$ cat config.mk
export PLATFORM = sky130hd
export DESIGN_NAME = fsquare_iter_flat
export DESIGN_NICKNAME = d
export VERILOG_FILES = /design/src/rtl/fsquare_iter_if.sv /design/src/rtl/fsquare_iter.sv /design/src/flat_wrapper.sv
export SDC_FILE = /design/constraint.sdc
export NUM_CORES = 1
export LEC_CHECK = 0
export CAP_MARGIN = 40
export CORE_UTILIZATION = 62
export DETAILED_ROUTE_END_ITERATION = 6
export HOLD_SLACK_MARGIN = 0.02
export PLACE_DENSITY = 0.92
export SETUP_SLACK_MARGIN = 0.15
export SYNTH_ARGS = -nofsm -noshare
export SYNTH_HDL_FRONTEND = slang
export SYNTH_SLANG_ARGS = --single-unit
export TNS_END_PERCENT = 5
$ cat constraint.sdc
create_clock -name clk -period 7.3 [get_ports clk]
set_clock_uncertainty 0.05 [all_clocks]
set_input_delay 1.095 -clock clk [delete_from_list [all_inputs] [get_ports clk]]
set_output_delay 1.095 -clock clk [all_outputs]
set_load 0.005 [all_outputs]
$ cat src/rtl/fsquare_iter_if.sv
// Request/result bundle for the iterative single-precision squaring unit.
interface fsquare_iter_if;
    logic [31:0] d;
    logic [1:0]  rm;
    logic        fsq;
    logic        ena;
    logic [31:0] s;
    logic        busy;
    logic        stall;
    logic [3:0]  count;

    modport master (output d, rm, fsq, ena, input  s, busy, stall, count);
    modport slave  (input  d, rm, fsq, ena, output s, busy, stall, count);
endinterface

$ cat src/rtl/fsquare_iter.sv
// Multi-cycle IEEE-754 single squaring unit: radix-4 shift-add mantissa loop, then one round/pack cycle.
// Define FSQUARE_DENORM_EN to produce gradual-underflow (denormal) results instead of flushing to +0.
module fsquare_iter (
    input  logic          clk,
    input  logic          clrn,
    fsquare_iter_if.slave bus
);
    localparam int unsigned ITER = 12;
    localparam int unsigned MW   = 24;
    localparam int unsigned AW   = 48;

    typedef enum logic [1:0] {IDLE, MUL, ROUND, DONE} state_t;

    state_t        state;
    logic [MW-1:0] m_r;
    logic [7:0]    e_r;
    logic [1:0]    rm_r;
    logic          spec_r;
    logic [31:0]   spec_val_r;
    logic [AW-1:0] acc;
    logic [3:0]    count_r;
    logic [31:0]   s_r;
    logic          busy_r;

    assign bus.s     = s_r;
    assign bus.busy  = busy_r;
    assign bus.count = count_r;
    assign bus.stall = bus.fsq & (state != DONE);

    function automatic logic rnd_inc(input logic [1:0] mode, input logic lsb, input logic g, input logic st);
        case (mode)
            2'b00:   return g & (st | lsb);
            2'b10:   return g | st;
            default: return 1'b0;
        endcase
    endfunction

    // Special operand decode at acceptance; the result is carried through the full latency.
    logic        dec_spec;
    logic [31:0] dec_val;
    always_comb begin
        dec_spec = 1'b1;
        dec_val  = 32'h0;
        if (bus.d[30:23] == 8'hff) begin
            dec_val = (bus.d[22:0] != 23'h0) ? 32'h7fc0_0000 : 32'h7f80_0000;
        end else if (bus.d[30:23] == 8'h00) begin
`ifdef FSQUARE_DENORM_EN
            if (bus.d[22:0] != 23'h0 && bus.rm == 2'b10) dec_val = 32'h0000_0001;
`endif
        end else begin
            dec_spec = 1'b0;
        end
    end

    // One radix-4 digit of the multiplier per cycle, weighted by 4^count.
    logic [4:0]    sh;
    logic [1:0]    digit;
    logic [25:0]   pp;
    logic [AW-1:0] pp_sh;
    always_comb begin
        sh    = 5'(count_r) << 1;
        digit = 2'(m_r >> sh);
        pp    = (digit[0] ? 26'(m_r) : 26'h0) + (digit[1] ? {1'b0, m_r, 1'b0} : 26'h0);
        pp_sh = AW'(pp) << sh;
    end

    logic               p;
    logic [AW-1:0]      norm;
    logic signed [10:0] exp_pre;
    logic signed [10:0] exp_rnd;
    logic [23:0]        mant_rnd;
    logic [31:0]        rnd_val;
`ifdef FSQUARE_DENORM_EN
    logic [4:0]         dn_sh;
    logic [71:0]        ext;
    logic [23:0]        dn_rnd;
`endif
    always_comb begin
        p        = acc[47];
        norm     = p ? acc : (acc << 1);
        exp_pre  = $signed({2'b00, e_r, 1'b0}) - 11'sd127 + $signed({10'd0, p});
        mant_rnd = {1'b0, norm[46:24]} + 24'(rnd_inc(rm_r, norm[24], norm[23], |norm[22:0]));
        exp_rnd  = exp_pre + $signed({10'd0, mant_rnd[23]});
`ifdef FSQUARE_DENORM_EN
        dn_sh    = 5'(11'sd1 - exp_pre);
        ext      = {norm, 24'h0} >> dn_sh;
        dn_rnd   = ext[71:48] + 24'(rnd_inc(rm_r, ext[48], ext[47], |ext[46:0]));
`endif
        if (exp_pre <= 11'sd0) begin
`ifdef FSQUARE_DENORM_EN
            if (exp_pre >= -11'sd22) rnd_val = {8'h00, dn_rnd};
            else                     rnd_val = (rm_r == 2'b10) ? 32'h0000_0001 : 32'h0;
`else
            rnd_val = 32'h0;
`endif
        end else if (exp_rnd >= 11'sd255) begin
            rnd_val = (rm_r == 2'b00 || rm_r == 2'b10) ? 32'h7f80_0000 : 32'h7f7f_ffff;
        end else begin
            rnd_val = {1'b0, exp_rnd[7:0], mant_rnd[22:0]};
        end
    end

    // Control FSM and datapath registers, all gated by the pipeline enable.
    always_ff @(posedge clk or negedge clrn) begin
        if (!clrn) begin
            state      <= IDLE;
            count_r    <= 4'd0;
            acc        <= '0;
            s_r        <= 32'h0;
            busy_r     <= 1'b0;
            m_r        <= '0;
            e_r        <= 8'h0;
            rm_r       <= 2'b00;
            spec_r     <= 1'b0;
            spec_val_r <= 32'h0;
        end else if (bus.ena) begin
            case (state)
                IDLE: if (bus.fsq) begin
                    m_r        <= {1'b1, bus.d[22:0]};
                    e_r        <= bus.d[30:23];
                    rm_r       <= bus.rm;
                    spec_r     <= dec_spec;
                    spec_val_r <= dec_val;
                    acc        <= '0;
                    count_r    <= 4'd0;
                    busy_r     <= 1'b1;
                    state      <= MUL;
                end
                MUL: begin
                    acc <= acc + pp_sh;
                    if (count_r == 4'(ITER - 1)) begin
                        count_r <= 4'd0;
                        state   <= ROUND;
                    end else begin
                        count_r <= count_r + 4'd1;
                    end
                end
                ROUND: begin
                    s_r    <= spec_r ? spec_val_r : rnd_val;
                    busy_r <= 1'b0;
                    state  <= DONE;
                end
                DONE:    state <= IDLE;
                default: state <= IDLE;
            endcase
        end
    end
endmodule

$ cat src/flat_wrapper.sv
// flat-port wrapper written by rule: the top's interface ports become plain ports
module fsquare_iter_flat 
  (clk, clrn, bus_d, bus_rm, bus_fsq, bus_ena, bus_s, bus_busy, bus_stall, bus_count);
  fsquare_iter_if bus_i ();
  input  logic clk;
  input  logic clrn;
  input wire logic [$bits(bus_i.d)-1:0] bus_d;
  input wire logic [$bits(bus_i.rm)-1:0] bus_rm;
  input wire logic [$bits(bus_i.fsq)-1:0] bus_fsq;
  input wire logic [$bits(bus_i.ena)-1:0] bus_ena;
  output wire logic [$bits(bus_i.s)-1:0] bus_s;
  output wire logic [$bits(bus_i.busy)-1:0] bus_busy;
  output wire logic [$bits(bus_i.stall)-1:0] bus_stall;
  output wire logic [$bits(bus_i.count)-1:0] bus_count;
  assign bus_i.d = bus_d;
  assign bus_i.rm = bus_rm;
  assign bus_i.fsq = bus_fsq;
  assign bus_i.ena = bus_ena;
  assign bus_s = bus_i.s;
  assign bus_busy = bus_i.busy;
  assign bus_stall = bus_i.stall;
  assign bus_count = bus_i.count;
  fsquare_iter u_core (.clk(clk), .clrn(clrn), .bus(bus_i));
endmodule
==> results of run 1 <==
cell families (layout without fill, tap and decap cells):
group,after synthesis,after routing,share of synthesized area
AO/OA/AOI/OAI,444,444,0.2444
buffers and inverters,114,176,0.04086
adder cells (fa/ha/maj),93,93,0.09869
other,1,1,0.0003140
XOR/XNOR,109,109,0.07994
AND/OR/NAND/NOR,508,508,0.2041
multiplexers,75,75,0.07397
flip-flops,123,123,0.2577
cells in the final DEF (no fill, tap or decap), drive strengths merged, types with 8 or more instances in the layout:
cell type / count
or3: 8
clkdlybuf4s50: 72
mux2: 46
nor3: 19
nor2b: 17
nor2: 116
a21o: 35
nand2: 178
o21a: 12
inv: 38
a22o: 20
nand3: 37
and3: 13
o22ai: 27
nand4: 16
and2: 57
xor2: 46
a211oi: 20
a31oi: 12
mux2i: 23
ha: 91
a21oi: 110
o211ai: 14
xnor2: 63
buf: 35
nor4: 18
clkbuf: 19
o21ai: 127
dfrtp: 123
nand2b: 16
synth_stat cells (all sizes together) (12+ instances only):
library cell | number | area [sq um]
a211oi | 20 | 160.2
a21o | 35 | 274.0
a21oi | 110 | 569.3
a22o | 20 | 175.2
a31oi | 12 | 90.09
and2 | 57 | 357.8
and3 | 13 | 85.08
buf | 21 | 105.1
clkbuf | 56 | 244.0
dfrtp | 123 | 3078
ha | 91 | 1139
inv | 36 | 135.1
mux2 | 46 | 518.0
mux2i | 23 | 230.2
nand2 | 178 | 668.1
nand2b | 16 | 100.1
nand3 | 37 | 185.2
nand4 | 16 | 100.1
nor2 | 116 | 435.4
nor2b | 17 | 106.4
nor3 | 19 | 100.1
nor4 | 18 | 131.4
o211ai | 14 | 110.1
o21a | 12 | 90.09
o21ai | 127 | 650.6
o22ai | 27 | 175.2
xnor2 | 63 | 551.8
xor2 | 46 | 402.9
path summary, 6_finish.rpt:
check / depth (start not counted) / end / from
setup / recovery: 27 / u_core.acc[42] / u_core.bus.count[0]
hold / removal: 2 / u_core.bus.s[1] / u_core.bus.s[1]
setup reg to reg: 27 / u_core.acc[42] / u_core.bus.count[0]
hold reg to reg: 2 / u_core.bus.s[1] / u_core.bus.s[1]
max in group asynchronous: 2 / u_core.bus.count[0] / clrn
min in group asynchronous: 1 / u_core.bus.s[30] / clrn
worst max-delay path: stages, from the launching register on:
cell and delay (ns):
dfrtp_2 0.38, clkdlybuf4s18_2 0.28, mux4_2 0.50, nand2_1 0.09
o21ai_2 0.08, buf_4 0.21, and2_1 0.18, ha_1 0.28
buf_4 0.16, a21oi_1 0.16, nor2b_1 0.26, o21ai_0 0.16
o311ai_0 0.58, o21ai_0 0.26, a21oi_1 0.42, nor2_1 0.11
ha_1 0.36, a21o_1 0.19, a21o_1 0.17, a21oi_1 0.19
o21ai_0 0.16, a31oi_4 0.27, o31a_4 0.22, o21ai_2 0.07
a211oi_2 0.31, o21ai_2 0.16, a311o_1 0.38, a32o_1 0.26
through the flow:
stage / hold slack [ns] / setup WS, ns / TNS, ns / cell area, sq um / utilization
5_1_grt: 0.4488 / -0.01160 / -0.01160 / 13770 / 0.7337
4_1_cts: 0.4322 / 0.1160 / 0 / 13520 / 0.7206
3_3_place_gp: 0.4037 / 0.1425 / 0 / 12790 / 0.6813
3_5_place_dp: 0.4197 / -0.01227 / -0.01227 / 12860 / 0.6851
6_report: 0.4269 / 0.2719 / 0 / 13770 / 0.7337
2_1_floorplan: 0.3891 / 0.7796 / 0 / 11940 / -
area by class of cell:
class / count / area [sq um] / area share
multi-input combinational: 1230 / 8620 / 0.6259
sequential: 123 / 3079 / 0.2236
timing repair buffer: 108 / 1033 / 0.07505
clock buffer: 19 / 442.9 / 0.03216
tap: 234 / 292.8 / 0.02126
clock inverter: 12 / 163.9 / 0.01190
inverter: 37 / 138.9 / 0.01009
state kept, by name (all words and copies together) (netlist names):
signal	cells
u_core.acc	48
u_core.bus.busy	1
u_core.bus.count	4
u_core.bus.s	31
u_core.e_r	8
u_core.m_r	24
u_core.rm_r	2
u_core.spec_r	1
u_core.spec_val_r	2
u_core.state	2
metal layers:
| layer | track usage | share of wire | routed length [um] | up-vias |
|---|---|---|---|---|
| met4 | 0.1848 | 0.047 | 1577 | 0 |
| met5 | 0 | 0 | 0 | - |
| met3 | 0.06318 | 0.069 | 2341 | 143 |
| met1 | 0.4104 | 0.40 | 13340 | 5560 |
| li1 | - | - | - | 5444 |
| met2 | 0.5949 | 0.49 | 16470 | 594 |
timing repair:
action | CTS | global route
pin swaps | 1 | 11
resized for setup | 7 | 44
gates cloned | 0 | 0
buffers inserted | 3 | 6
endpoints found under the setup margin | 7 | 16
==> flow_metrics.env, run 1 <==
export IMPL_syn_to_final_growth_pct=15.31
export IMPL_ys_seq_area_frac=0.2577
export IMPL_cts_root_buf="clkbuf_16"
export IMPL_die_x_um=140.8
export IMPL_overflow=0
export IMPL_vias_per_cell=6.660
export IMPL_placed_cells=1723
export IMPL_outcome="complete, no violations"
export IMPL_place_congestion=0.9508
export IMPL_drc=0
export IMPL_syn_avg_cell_area_sq_um=8.141
export IMPL_nets=1648
export IMPL_worst_pin_slew_ns=0.8296
export IMPL_crit_path_max_fanout=21
export IMPL_layout_drive_gt1_share=0.1321
export IMPL_synth_cell_types=92
export IMPL_clock_sinks=123
export IMPL_port_buffers=73
export IMPL_synthCells=1467
export IMPL_drt_iter0_drc=1151
export IMPL_cts_clk_slew_worst_paths_ns=0.06
export IMPL_antenna_found_initial=0
export IMPL_grt_pass1_wl_um=55030
export IMPL_r2r_slack_ns=0.27
export IMPL_grt_use_total=0.3457
export IMPL_hold_viol=0
export IMPL_clk_latency_ns=0.44
export IMPL_start_kind="flop"
export IMPL_routed_wl_um=33730
export IMPL_die_h_um=140.8
export IMPL_fp_row_count=50
export IMPL_cp_data_arrival_time_ns=7.30
export IMPL_hold_class="reg2reg"
export IMPL_ant_nets=0
export IMPL_first_pass_iters=6
export IMPL_ys_seq_elements=123
export IMPL_cts_max_level=4
export IMPL_fillers=1345
export IMPL_crit_type="reg2reg"
export IMPL_initial_core_util=0.6363
export IMPL_crit_path_end_kind="flop"
export IMPL_syn_nets=1598
export IMPL_dp_hpwl_um=23880
export IMPL_syn_area_sq_um=11940
export IMPL_grt_max_degree=68
export IMPL_grt_pass1_vias=11380
export IMPL_synthFlopType="dfrtp_1"
export IMPL_async_reset_ff_frac=1.000
export IMPL_slew_headroom=0.4469
export IMPL_rsz0062_at_grt="yes"
export IMPL_antenna_cells=0
export IMPL_finalMaxSlewViolations=0
export IMPL_ys_warn_count=0
export IMPL_cts_tree="done"
export IMPL_io_pins=76
export IMPL_clockBufferDepth=2
export IMPL_final_cells=1763
export IMPL_maxCapViolCount=0
export IMPL_timing_final_crit_share=0.9627
export IMPL_setup_viol=0
export IMPL_design_die_area_sq_um=19820
export IMPL_required_ns=7.57
export IMPL_num_vias=11740
export IMPL_cts_inserted_buffers=17
export IMPL_synth_edf_count=0
export IMPL_ctsHoldBuffers=0
export IMPL_post_route_min_period_ns=7.028
export IMPL_fmax_ghz=0.1423
export IMPL_avgRoutedWirePerCell_um=19.13
export IMPL_core_area_sq_um=18770
Power of run 1 is left out: the tool's default activity adds up to more than one toggle a clock period on the data nets, which glitch-free logic cannot reach.
==> inputs of run 2 (changes only) <==
Settings changed: REMOVE_ABC_BUFFERS set to 1.
==> run 2 against run 1 <==
Effect of this change: design area is essentially flat; sequential share of layout area is essentially flat; cell count up 0.17%; wire length decreased by 1.8%; utilization barely moved; worst setup slack got worse by 0.10 ns; clock-buffer cell count down 1.
==> flow_metrics.env, run 2 (same netlist as run 1, synthesis figures left out) <==
export IMPL_antenna_cells=0
export IMPL_fp_row_count=50
export IMPL_hold_depth=2
export IMPL_slew_headroom=0.4168
export IMPL_cts_inserted_buffers=17
export IMPL_post_route_min_period_ns=7.132
export IMPL_setup_viol=0
export IMPL_grt_use_total=0.3347
export IMPL_initial_core_util=0.6363
export IMPL_postPlaceCellArea_sq_um=12920
export IMPL_timing_final_crit_share=0.9770
export IMPL_drc=0
export IMPL_start_kind="flop"
export IMPL_slowest_stage="mux4_2"
export IMPL_crit_path_max_fanout=19
export IMPL_first_pass_iters=6
export IMPL_die_x_um=140.8
export IMPL_finalMaxSlewViolations=0
export IMPL_worst_pin_slew_ns=0.8748
export IMPL_cp_data_arrival_time_ns=7.41
export IMPL_nets=1650
export IMPL_drt_iter0_drc=1297
export IMPL_reg2reg_depth=31
export IMPL_crit_path_start="u_core.bus.count[0]"
export IMPL_largest_reg_flops=48
export IMPL_timing_rr_start="u_core.bus.count[0]"
export IMPL_clk_latency_ns=0.43
export IMPL_grt_pass1_vias=10980
export IMPL_grt_pass1_wl_um=53480
export IMPL_r2r_end="u_core.acc[41]"
export IMPL_crit_type="reg2reg"
export IMPL_design_area_sq_um=13760
export IMPL_design_die_area_sq_um=19820
export IMPL_layout_drive_gt1_share=0.1292
export IMPL_die_h_um=140.8
export IMPL_fin_setup_tns_ns=0
export IMPL_rsz0062_at_grt="yes"
export IMPL_hold_path_end="u_core.bus.s[17]"
export IMPL_vias_per_cell=6.512
export IMPL_port_buffers=73
export IMPL_cts_tree="done"
export IMPL_r2r_slack_ns=0.17
export IMPL_placed_cells=1731
export IMPL_crit_path_end_kind="flop"
export IMPL_cts_clk_slew_worst_paths_ns=0.06
export IMPL_fmax_ghz=0.1402
export IMPL_grt_max_degree=69
export IMPL_hold_viol=0
export IMPL_ant_nets=0
export IMPL_io_pins=76
export IMPL_layout_commonest_cell="nand2_1"
export IMPL_post_place_ws_ns=0.06282
export IMPL_required_ns=7.58
export IMPL_ctsHoldBuffers=0
export IMPL_overflow=0
export IMPL_final_cells=1766
export IMPL_place_congestion=0.9887
export IMPL_clockBufferDepth=2
export IMPL_max_stage_delay_ns=0.50
export IMPL_cts_root_buf="clkbuf_16"
export IMPL_core_area_sq_um=18770
export IMPL_cts_max_level=4
export IMPL_clock_sinks=123
export IMPL_hp_start="u_core.bus.s[17]"
export IMPL_top_register="u_core.acc"
export IMPL_antenna_found_initial=0
export IMPL_mostFrequentLayoutCells="nand2_1 (178), dfrtp_1 (121), nor2_1 (116)"
export IMPL_syn_to_final_growth_pct=15.24
export IMPL_outcome="complete, no violations"
export IMPL_finalWorstSetupSlack_ns=0.1677
export IMPL_dp_hpwl_um=24140
export IMPL_maxCapViolCount=0
export IMPL_hold_class="reg2reg"
export IMPL_avgRoutedWirePerCell_um=18.75
export IMPL_routed_wl_um=33120
export IMPL_num_vias=11500
-- run 2: routing by layer --
layer	up-vias	part of all wire	GRT usage
met5	-	0	0
met4	0	0.039	0.1533
met1	5459	0.40	0.4151
met2	493	0.49	0.5714
li1	5442	-	-
met3	106	0.067	0.05503
-- run 2: cell type report --
class	count	area, sq um
clock buffers	18	429.2
clock inverters	14	171.4
fillers	1387	5005
inverters	37	138.9
multi-input cells	1231	8592
flip-flops and latches	123	3080
well taps	234	292.8
repair buffers	109	1059
-- run 2: worst max-delay path by stage --
stage,cells after the start,endpoint
after detailed placement,29,u_core.acc[47]
after global routing,30,u_core.acc[42]
after CTS,30,u_core.acc[47]
after global placement,30,u_core.acc[47]
final,31,u_core.acc[41]
after floorplan,29,u_core.acc[47]
-- run 2: critical path: cells and delay by family, from the launching register on --
kind,cells,cell delay [ns]
AO/OA/AOI/OAI,18,3.71
XOR/XNOR,2,0.32
AND/OR/NAND/NOR,4,0.68
adder cells (fa/ha/maj),2,0.66
multiplexers,2,0.70
flip-flops,1,0.38
buffers and inverters,3,0.51
-- run 2: repair_timing --
action	in CTS	in global routing
pin swaps	0	3
buffers inserted	2	0
resized for setup	7	31
gates cloned	0	1
setup endpoints to repair	8	39
-- run 2: stage by stage --
stage / hold slack (ns) / utilization
2_1_floorplan: 0.3891 / -
3_3_place_gp: 0.4028 / 0.6849
3_5_place_dp: 0.4152 / 0.6887
4_1_cts: 0.4279 / 0.7241
5_1_grt: 0.4483 / 0.7333
6_report: 0.4236 / 0.7333
Power of run 2 is left out for the same reason.
